## config.mk

```make
export PLATFORM = sky130hd
export DESIGN_NAME = mult_div_unit
export DESIGN_NICKNAME = d
export VERILOG_FILES = /design/src/rtl/mult_div_unit.sv
export SDC_FILE = /design/constraint.sdc
export NUM_CORES = 1
export LEC_CHECK = 0
export CORE_MARGIN = 2
export CORE_UTILIZATION = 35
export DETAILED_ROUTE_END_ITERATION = 6
export HOLD_SLACK_MARGIN = 0.12
export REMOVE_ABC_BUFFERS = 1
export SLEW_MARGIN = 20
export SYNTH_ARGS = -nofsm -noshare
export SYNTH_HDL_FRONTEND = slang
export SYNTH_SLANG_ARGS = --single-unit
```

## constraint.sdc

```tcl
create_clock -name clk -period 4.85 [get_ports clk]
set_input_delay 1.455 -clock clk [delete_from_list [all_inputs] [get_ports clk]]
set_output_delay 1.455 -clock clk [all_outputs]
set_load 0.05 [all_outputs]
```

## src/rtl/mult_div_unit.sv

```systemverilog
// Iterative MIPS multiply/divide unit: shift-add MULT/MULTU, restoring DIV/DIVU, HI/LO results.
// Optional mthi/mtlo write port enabled by defining MDU_MTHILO_EN.
module mult_div_unit #(
  parameter int unsigned WIDTH = 32,
  parameter int unsigned CNT_W = $clog2(WIDTH) + 1
) (
  input  logic             clk,
  input  logic             reset,
  input  logic             start,
  input  logic [1:0]       op,
  input  logic [WIDTH-1:0] operand_a,
  input  logic [WIDTH-1:0] operand_b,
`ifdef MDU_MTHILO_EN
  input  logic [1:0]       hilo_we,
  input  logic [WIDTH-1:0] hilo_wdata,
`endif
  output logic             busy,
  output logic             done,
  output logic             div_zero,
  output logic [WIDTH-1:0] hi,
  output logic [WIDTH-1:0] lo
);

  typedef enum logic [1:0] {
    IDLE   = 2'd0,
    CALC   = 2'd1,
    FINISH = 2'd2
  } state_e;

  state_e             state_q;
  logic [CNT_W-1:0]   cnt_q;
  logic               busy_q;
  logic               done_q;
  logic               div_zero_q;
  logic [WIDTH-1:0]   hi_q;
  logic [WIDTH-1:0]   lo_q;

  logic               is_div_q;
  logic               dz_q;
  logic               neg_res_q;
  logic               neg_rem_q;
  logic [WIDTH-1:0]   divisor_q;  // multiplicand for multiply, divisor for divide
  logic [WIDTH-1:0]   acc_q;      // product high half / partial remainder
  logic [WIDTH-1:0]   mq_q;       // multiplier / dividend-then-quotient

  // Operand decode and magnitude conversion at issue
  logic               op_div;
  logic               op_signed;
  logic               a_neg;
  logic               b_neg;
  logic [WIDTH-1:0]   a_mag;
  logic [WIDTH-1:0]   b_mag;

  always_comb begin
    op_div    = op[1];
    op_signed = ~op[0];
    a_neg     = op_signed & operand_a[WIDTH-1];
    b_neg     = op_signed & operand_b[WIDTH-1];
    a_mag     = a_neg ? ('0 - operand_a) : operand_a;
    b_mag     = b_neg ? ('0 - operand_b) : operand_b;
  end

  // One iteration step; all arithmetic carried at WIDTH+1 bits
  logic [WIDTH:0]     addend;
  logic [WIDTH:0]     sum;
  logic [WIDTH:0]     shifted;
  logic [WIDTH:0]     diff;
  logic [WIDTH-1:0]   acc_d;
  logic [WIDTH-1:0]   mq_d;

  always_comb begin
    addend  = mq_q[0] ? {1'b0, divisor_q} : '0;
    sum     = {1'b0, acc_q} + addend;
    shifted = {acc_q, mq_q[WIDTH-1]};
    diff    = shifted - {1'b0, divisor_q};
    acc_d   = acc_q;
    mq_d    = mq_q;
    if (is_div_q) begin
      if (!diff[WIDTH]) begin
        acc_d = diff[WIDTH-1:0];
        mq_d  = {mq_q[WIDTH-2:0], 1'b1};
      end else begin
        acc_d = shifted[WIDTH-1:0];
        mq_d  = {mq_q[WIDTH-2:0], 1'b0};
      end
    end else begin
      acc_d = sum[WIDTH:1];
      mq_d  = {sum[0], mq_q[WIDTH-1:1]};
    end
  end

  // Sign fixup of the finished magnitudes
  logic [2*WIDTH-1:0] prod;
  logic [2*WIDTH-1:0] prod_fix;
  logic [WIDTH-1:0]   quo_fix;
  logic [WIDTH-1:0]   rem_fix;
  logic [WIDTH-1:0]   hi_d;
  logic [WIDTH-1:0]   lo_d;

  always_comb begin
    prod     = {acc_q, mq_q};
    prod_fix = neg_res_q ? ('0 - prod) : prod;
    quo_fix  = neg_res_q ? ('0 - mq_q) : mq_q;
    rem_fix  = neg_rem_q ? ('0 - acc_q) : acc_q;
    hi_d     = prod_fix[2*WIDTH-1:WIDTH];
    lo_d     = prod_fix[WIDTH-1:0];
    if (dz_q) begin
      hi_d = mq_q;
      lo_d = '1;
    end else if (is_div_q) begin
      hi_d = rem_fix;
      lo_d = quo_fix;
    end
  end

  always_ff @(posedge clk) begin
    if (reset) begin
      state_q    <= IDLE;
      cnt_q      <= '0;
      busy_q     <= 1'b0;
      done_q     <= 1'b0;
      div_zero_q <= 1'b0;
      hi_q       <= '0;
      lo_q       <= '0;
      is_div_q   <= 1'b0;
      dz_q       <= 1'b0;
      neg_res_q  <= 1'b0;
      neg_rem_q  <= 1'b0;
      divisor_q  <= '0;
      acc_q      <= '0;
      mq_q       <= '0;
    end else begin
      done_q <= 1'b0;
      case (state_q)
        IDLE: begin
          if (start) begin
            busy_q    <= 1'b1;
            cnt_q     <= '0;
            is_div_q  <= op_div;
            neg_res_q <= a_neg ^ b_neg;
            neg_rem_q <= a_neg;
            acc_q     <= '0;
            if (op_div && (operand_b == '0)) begin
              // Divide by zero skips the iterations; raw dividend goes to HI
              dz_q    <= 1'b1;
              mq_q    <= operand_a;
              state_q <= FINISH;
            end else begin
              dz_q      <= 1'b0;
              mq_q      <= op_div ? a_mag : b_mag;
              divisor_q <= op_div ? b_mag : a_mag;
              state_q   <= CALC;
            end
          end
`ifdef MDU_MTHILO_EN
          else begin
            if (hilo_we[1]) hi_q <= hilo_wdata;
            if (hilo_we[0]) lo_q <= hilo_wdata;
          end
`endif
        end
        CALC: begin
          acc_q <= acc_d;
          mq_q  <= mq_d;
          cnt_q <= cnt_q + CNT_W'(1);
          if (cnt_q == CNT_W'(WIDTH - 1)) begin
            state_q <= FINISH;
          end
        end
        FINISH: begin
          hi_q       <= hi_d;
          lo_q       <= lo_d;
          div_zero_q <= dz_q;
          done_q     <= 1'b1;
          busy_q     <= 1'b0;
          state_q    <= IDLE;
        end
        default: begin
          busy_q  <= 1'b0;
          state_q <= IDLE;
        end
      endcase
    end
  end

  assign busy     = busy_q;
  assign done     = done_q;
  assign div_zero = div_zero_q;
  assign hi       = hi_q;
  assign lo       = lo_q;

endmodule
```

==> run_results.csv <==
group,metric,value,unit
setup_path,critPathKind,"in2reg",
cts,cts_setup_buffers,0,
global_route,use_met1,0.3577,
cts,clk_pin_slew_worst_paths,0.08,ns
drt,final_antenna_net_count,0,
cts,cts-buffers-inserted,17,
timing,holdWs,0.4569,ns
drt,drtPass1Iterations,6,
synthesis,synth_edf_count,0,
global_route,grt_pass1_wl,89690,um
min_path,holdCritPathClass,"reg2reg",
placed_design,hpwl,45390,um
timing,fin_skew,0.01398,ns
setup_path,crit_path_max_fanout,22,
synthesis,syn_inst,2120,
setup_path,cp.required,5.17,ns
die,start_util,0.3527,
synthesis,synthFlopType,"dfxtp_1",
synthesis,netlist_area,15090,sq um
cts,clockBufferDepth,2,
die,placementRows,76,
timing,fin_crit,4.210,ns
setup_path,cpLargestDelayFamily,"simple AND/OR/NAND/NOR gates",
synthesis,ys_warn_count,0,
outcome,status,"completed",
global_route,grt_util_met3,0.03516,
pwr,static-leakage-power,6.793,nW
synthesis,yosysUniqueCellTypes,77,
setup_path,cp_common_cell,"a211oi_1",
synthesis,synth.top_cell.area_share,0.2321,
drt,vias_per_cell,5.958,
global_route,grt_max_degree,113,
drt,route.vias.total,16390,
cts,cts.sinks,175,
setup_path,slowest_delay,0.64,ns
die,die_y,211.7,um
setup_path,worst_setup_path_end_kind,"flip-flop",
placed_design,gp_congestion,0.9571,
drt,drt_iter0_markers,1567,
synthesis,synthTopCellsByCount,"237 x nand2_1, 218 x nor2_1, 205 x a21oi_1, 190 x o21ai_0, 175 x dfxtp_1",
synthesis,synth_largest_area_cell,"dfxtp_1",
finish,n_fill_cell,4499,
placed_design,port_buffers,135,
synthesis,seq_area_frac_synth,0.2321,
finish,diodes,0,
synthesis,synth-seq-cells,175,
cts,cts_resized,0,
timing,worstMarginPinSlew,1.081,ns
die,die-area,44800,sq um
timing,setup_violations,0,
timing,relSlewSlack,0.2794,
setup_path,crit_buf_inv,2,
finish,layout-drive-gt1-share,0.06806,
finish,nets,2331,
timing,hold_viol_final,0,
timing,rsz0062_at_grt,"false",
cts,clk_latency,0.45,ns
cts,htreeDepth,4,
global_route,grt_antenna_before_repair,1,
finish,area_delta_synth_final,17.18,%
global_route,grt.busiest_layer,"met2",
pwr,ir_drop,0.2195,mV
cts,cts_tree,"yes",
cts,root_buffer,"clkbuf_16",
global_route,overflow,0,
drt,wire_per_inst,21.28,um
timing,drv_slew,0,
drt,wirelength,58530,um
timing,max_freq,237.5,MHz
synthesis,synthArstFlopShare,0,
setup_path,crit_path_top_delay_cell,"or4_1",
die,core-area,42790,sq um
global_route,first_global_vias,15210,
timing,period_share,0.8681,
job,maxCapViolCount,0,
setup_path,start_kind,"primary input",
synthesis,synth.most_common_cell,"nand2_1",
drt,drc,0,
die,die_w,211.7,um
setup_path,worstPathArrival,4.53,ns
cts,cts_hold_buf,0,
global_route,grt.total_usage,0.2576,
pwr,p_per_area,298.0,nW/um^2
synthesis,synth.area.top_cells,"dfxtp_1 23%, a21oi_1 6.8%, o21ai_0 6.3%",
synthesis,avgSynthCellArea,7.119,sq um
setup_path,path_cells,"clkdlybuf4s50_1 -> or4_1 -> nor4_1 -> and4_1 -> buf_4 -> a211oi_1 -> a211oi_1 -> a211oi_1 -> a21oi_1 -> nor2_1",
global_route,grt_util_met2,0.4053,
finish,postLayoutCoreUtil,0.4133,
die,ios,136,
## layout make-up
| type | count | area [sq um] | share of cell area |
|---|---|---|---|
| Clock inverter | 14 | 168.9 | 0.009551 |
| Sequential cell | 175 | 3506 | 0.1982 |
| Multi-Input combinational cell | 1724 | 10760 | 0.6087 |
| Clock buffer | 18 | 439.2 | 0.02483 |
| Inverter | 69 | 259.0 | 0.01465 |
| Timing Repair Buffer | 204 | 1864 | 0.1054 |
| Tap cell | 546 | 683.2 | 0.03863 |
## metrics by stage
step	power [mW]	cell area [sq um]	setup TNS [ns]	worst slack [ns]	instances
6_report	5.270	17680	0	0.6396	2750
5_1_grt	5.517	17680	0	0.4590	2750
4_1_cts	5.240	17680	0	0.6929	2750
3_5_place_dp	3.791	17070	0	0.2205	2718
3_3_place_gp	3.771	17070	0	0.2454	2718
2_1_floorplan	3.030	14510	-0.6913	-0.06823	1968
## worst min-delay path: cells and delay by family (launching register included)
family	cells	cell delay [ns]
AOI/OAI and AO/OA	1	0.05
DFF	1	0.31
and+or+nand+nor	1	0.05
## kinds of logic (layout without fill, tap and decap cells)
kind of cell	Yosys count	in the layout	synth area share
AND/OR/NAND/NOR	708	708	0.2156
multiplexers	68	68	0.04634
flip-flops	175	175	0.2321
XOR/XNOR	174	174	0.1010
AO/OA/AOI/OAI	703	703	0.2890
adder cells (fa/ha/maj)	71	71	0.05986
buffers and inverters	221	305	0.05604
## sequential cells by signal, indices dropped and copies added (netlist names)
register   count
done           1
divisor_q     32
neg_res_q      1
hi            32
acc_q         32
dz_q           1
state_q        2
cnt_q          6
busy           1
is_div_q       1
div_zero       1
mq_q          32
lo            32
neg_rem_q      1
## cells in the final DEF, fill, tap and decap left out, drive strengths merged, types with 17 or more instances in the layout
cell             n
nand2          238
nor2           218
a21oi          206
o21ai          194
dfxtp          175
clkdlybuf4s50  133
xnor2          108
inv             76
buf             71
ha              69
xor2            66
nor3            61
mux2i           53
nand3           42
a211oi          42
o22ai           36
a21o            29
a22oi           26
nor4            24
nand4           23
o31ai           23
a31oi           21
o21a            20
clkbuf          18
or4             18
nand2b          17
## final timing paths
check / from / end / slack (ns) / cells past startpoint
setup / recovery: operand_b[21] / mq_q[2]$_SDFFE_PP0P_ / 0.64 / 10
hold / removal: hi[22]$_SDFFE_PP0P_ / hi[22]$_SDFFE_PP0P_ / 0.46 / 2
setup reg to reg: acc_q[4]$_SDFFE_PP0P_ / acc_q[0]$_SDFFE_PP0P_ / 0.86 / 11
hold reg to reg: hi[22]$_SDFFE_PP0P_ / hi[22]$_SDFFE_PP0P_ / 0.46 / 2
## power breakdown
part | internal [mW] | switching, mW | leakage, nW | total [mW]
registers | 1.55 | 0.178 | 1.43 | 1.73
logic | 0.771 | 1.30 | 5.07 | 2.07
clock network | 0.754 | 0.716 | 0.298 | 1.47
## routing by layer
layer | vias up | wire length, um
met1 | 7740 | 26530
met2 | 711 | 25620
li1 | 7822 | -
met4 | 2 | 2139
met3 | 110 | 4221
met5 | - | 15
Note: power is estimated with default switching activity, not from simulation.
==> variant 1 (same settings) <==
Add a define of `MDU_MTHILO_EN`.
--- a/src/rtl/mult_div_unit.sv
+++ b/src/rtl/mult_div_unit.sv
@@ -2,2 +2,4 @@
 // Optional mthi/mtlo write port enabled by defining MDU_MTHILO_EN.
+`define MDU_MTHILO_EN
+
 module mult_div_unit #(
Ports: changed (added hilo_wdata and hilo_we); port bits go from 136 to 170. No check against the original RTL was run, so the function may have changed too.
==> variant 1 against the unedited design <==
Sequential share of layout area shrank 0.66 points; synthesized area grew 1.9%; sequential cell count is the same; wire length grew 6.5%; final cell count grew 1.9%; first-iteration DRC count grew 8.6%; final area grew 3.4%; worst setup slack lost 31 ps; total power grew 4.4%; largest cell class unchanged.
==> variant 1: results (changes against the unedited design) <==
The tools report the number of fillers in the final layout as 4455 (was 4499). The tools report the worst hold endpoint as divisor_q[10] (was hi[22]). The tools report the met1 layer usage reported by global route as 0.378 (was 0.358). The via count of the first global-routing pass is 15600 (was 15200), and the total routed wire length on the met1 layer is 28300 um (was 26500 um).

The via density per instance is 6.02 (was 5.96). The logs give 0 (was 1) for the initial antenna violation count and 1702 (was 1567) for the count of routing violations after the opening detailed-route iteration. The run gives 48900 um (was 45400 um) as the HPWL after detailed placement. Fraction of met2 tracks used by global routing: 0.426 (was 0.405). The logs give 2803 (was 2750) for the final non-filler cell total and 18300 um2 (was 17700 um2) for the total non-filler cell area in the finished layout.

Startpoint of the worst-slack reg-to-reg timing path: mq_q[0] (was acc_q[4]). The highest layer used for signal routing is met4 (was met5). For the routed length on met2, the log shows 28100 um (was 25600 um). Leading cell types by total area after synthesis: sky130_fd_sc_hd__dfxtp_1 (23%), sky130_fd_sc_hd__o21ai_0 (6.1%), sky130_fd_sc_hd__nor2_1 (5.9%) (was sky130_fd_sc_hd__dfxtp_1 (23%), sky130_fd_sc_hd__a21oi_1 (6.8%), sky130_fd_sc_hd__o21ai_0 (6.3%)). The fraction of area in clock buffers and inverters is 0.0325 (was 0.0344), and the number of ordinary inverters in the final layout is 62 (was 69).

The pre-CTS worst setup slack was 180 ps (was 221 ps). For the critical path data arrival time, the log shows 4550 ps (was 4530 ps). The weighted congestion at the end of routability-driven global placement came out at 0.950 (was 0.957). The run gives 0.321 (was 0.279) as the worst slew slack as a fraction of its limit. Pin count of the biggest net entering global routing: 96 (was 113). The combined area of the multi-input logic cells came out at 11100 um2 (was 10800 um2).

Number of cells traversed by the worst register-to-register path: 13 (was 11). The overall track demand over capacity in global routing was 0.267 (was 0.258); the layout multi-input combinational cell count was 1720 (was 1724). The overall power was 5.50 mW (was 5.27 mW). Most used standard cells in the synthesized netlist: sky130_fd_sc_hd__nor2_1 (241), sky130_fd_sc_hd__nand2_1 (191), sky130_fd_sc_hd__o21ai_0 (188) (was sky130_fd_sc_hd__nand2_1 (237), sky130_fd_sc_hd__nor2_1 (218), sky130_fd_sc_hd__a21oi_1 (205)). The run finished with clean final reports. The logs give 93600 um (was 89700 um) for the first-pass GRT wire length and 990 ps (was 860 ps) for the reg-to-reg setup timing slack.

The number of ordinary and repair buffers in the finished layout is 229 (was 204), and the sequential fraction of total cell area is 0.192 (was 0.198). The logs give 20 (was 18) for the clock tree buffer count of the final layout and 2379 (was 2331) for the number of nets in the final layout. The portion of the layout cell area used by non-clock buffers is 0.118 (was 0.105), and the net switching share of the total power is 0.418 (was 0.417). For the wire length after detailed routing, the log shows 62300 um (was 58500 um).

The total length of routed met3 wires came out at 4440 um (was 4220 um). The share of final-layout standard cells stronger than drive strength 1 is 0.0640 (was 0.0681). The clock latency on the worst-skew pair came out at 470 ps (was 450 ps).

Maximum vdd drop: 234 uV (was 219 uV). The highest fanout seen on the critical path was 5 (was 22). Reg-to-reg critical path endpoint: acc_q[30] (was acc_q[0]).
-- variant 1: cell types whose count changed after synthesis, sizes merged, moves of 17 or more --
cell / change
nand2: -46
a21oi: -44
xnor2: -29
nor2: +23
a22o: +17
-- variant 1: cell families after synthesis --
family          count (synthesis)  synth area share
compound gates                716             0.305
simple gates                  707             0.218
buf+inv                       216            0.0546
flops                         175             0.228
xor+xnor                      158            0.0900
fa+ha+maj                      71            0.0587
mux                            68            0.0459
-- variant 1: worst max-delay path by stage --
stage / startpoint / to / slack [ps] / cells past startpoint
floorplan: acc_q[0] / acc_q[27] / -1410 / 10
global placement: operand_b[6] / mq_q[21] / 160 / 10
detailed placement: operand_b[6] / mq_q[9] / 180 / 11
CTS: operand_b[6] / mq_q[21] / 650 / 10
global route: operand_a[18] / mq_q[28] / 390 / 10
finish: operand_a[18] / mq_q[30] / 610 / 11
==> variant 2 (config.mk and constraints unchanged) <==
Without the edit above. Make the reset (`reset`) asynchronous in one clocked block.
--- a/src/rtl/mult_div_unit.sv
+++ b/src/rtl/mult_div_unit.sv
@@ -115,3 +115,3 @@
 
-  always_ff @(posedge clk) begin
+  always_ff @(posedge clk or posedge reset) begin
     if (reset) begin
Check against the original RTL: differs if reset is asserted again (counterexample within 4 cycles, from zero or initial values and one cycle with reset high); with reset held inactive, the same outputs for 4 cycles.
==> variant 2 against the unedited design <==
Clock skew is 0.55 ps higher; wire length is 8.8% lower; synthesized cell count is 11% lower; final area is 1.5% lower; die area is 0.97% lower; register-to-register slack worse by 210 ps; synthesized area is 0.99% lower; count of clock-buffer cells in the layout is 3 higher; hold slack better by 32 ps; sequential share of layout area is 5.3 points higher; worst setup slack better by 12 ps; sequential cell count stayed put; highest routed layer is now met4.
Power is not compared: it rests on default switching activity, and its combinational part moved more than twofold at a synthesized area within 25%.
==> variant 2: results (changes against the unedited design) <==
The flow ran to the end, and the final reports show no timing, DRC or antenna violations. The highest layer used for signal routing was met4 (was met5). Worst hold endpoint: hi[21] (was hi[22]). For the pre-CTS worst setup slack, the log shows 307 ps (was 221 ps).

Share of final-layout standard cells stronger than drive strength 1: 0.0578 (was 0.0681). Number of nets in the final layout: 2100 (was 2331). The weighted congestion at the end of routability-driven global placement is 0.927 (was 0.957), and the initial antenna violation count is 0 (was 1). Family with the most delay on the worst path: compound AO/OA/AOI/OAI gates (was simple AND/OR/NAND/NOR gates).

Portion of the clock cycle consumed by the worst path in the final layout: 0.866 (was 0.868). The most used flip-flop cell after synthesis was sky130_fd_sc_hd__dfrtp_1 (was sky130_fd_sc_hd__dfxtp_1). The capturing instance or port of the critical path was acc_q[6] (was mq_q[2]). The total length of routed met3 wires was 3600 um (was 4220 um).

The number of fillers in the final layout was 4283 (was 4499). The logs give 53400 um (was 58500 um) for the wire length after detailed routing and 16900 um2 (was 17100 um2) for the cell area reported after detailed placement. Startpoint type of the worst setup path: a flop (was an input port). The final non-filler cell total came out at 2512 (was 2750). The via count of the first global-routing pass is 14200 (was 15200). The critical path data arrival time was 4550 ps (was 4530 ps).

The number of cells traversed by the worst register-to-register path was 12 (was 11); the HPWL after detailed placement was 40300 um (was 45400 um). The largest stage delay on the critical path works out to 500 ps (was 640 ps). The run gives 74 (was 77) as the count of distinct cell types in the synthesized netlist. The pin count of the biggest net entering global routing is 86 (was 113), and the routed length on met2 is 23700 um (was 25600 um). The logs give 0.293 (was 0.232) for the fraction of the yosys area taken by sequential cells and 83400 um (was 89700 um) for the first-pass GRT wire length. Startpoint of the worst-slack reg-to-reg timing path: mq_q[31] (was acc_q[4]). The placed instance count was 2480 (was 2718); the per-instance average area after synthesis was 7.90 um2 (was 7.12 um2). The tools report the count of routing violations after the opening detailed-route iteration as 1398 (was 1567).
variant 2: cell count changes in the layout (fill, tap and decap cells not counted), moves of 14 or more:
cell / unedited run / this run
sky130_fd_sc_hd__o22ai_1: 36 / 10
sky130_fd_sc_hd__xor2_1: 66 / 88
sky130_fd_sc_hd__buf_4: 71 / 36
sky130_fd_sc_hd__dfxtp_1: 173 / 0
sky130_fd_sc_hd__nor3_1: 61 / 33
sky130_fd_sc_hd__dfrtp_1: 0 / 173
sky130_fd_sc_hd__nand2_1: 237 / 156
sky130_fd_sc_hd__nand3_1: 42 / 21
sky130_fd_sc_hd__o21ai_0: 190 / 172
sky130_fd_sc_hd__nor2_1: 215 / 188
sky130_fd_sc_hd__and3_1: 6 / 20
sky130_fd_sc_hd__xnor2_1: 108 / 80
variant 2: power by group:
group	internal (mW)	total (mW)	switching (mW)
Sequential	1.97	2.81	0.846
Combinational	3.27	7.85	4.58
Clock	0.700	1.36	0.660
variant 2: cell families (layout without fill, tap and decap cells):
group | Yosys count | count (layout) | synth area share
simple gates | 571 | 571 | 0.182
compound gates | 648 | 648 | 0.271
buf+inv | 194 | 275 | 0.0501
xor+xnor | 169 | 169 | 0.0991
fa+ha+maj | 71 | 71 | 0.0605
mux | 64 | 64 | 0.0443
flops | 175 | 175 | 0.293
variant 2: routing by layer:
metal | up-vias | GRT usage
met4 | 0 | 0.0845
met1 | 7124 | 0.339
met5 | - | 0
met3 | 87 | 0.0415
met2 | 557 | 0.377
li1 | 6989 | -
variant 2: final cells by class:
cell class              instances  area (um2)  area share
flip-flops and latches        175        4380       0.252
multi-input cells            1523        9840       0.565
clock inverters                11        78.8     0.00452
inverters                      67         256      0.0147
well taps                     539         674      0.0387
clock buffers                  21         470      0.0270
repair buffers                176        1720      0.0985
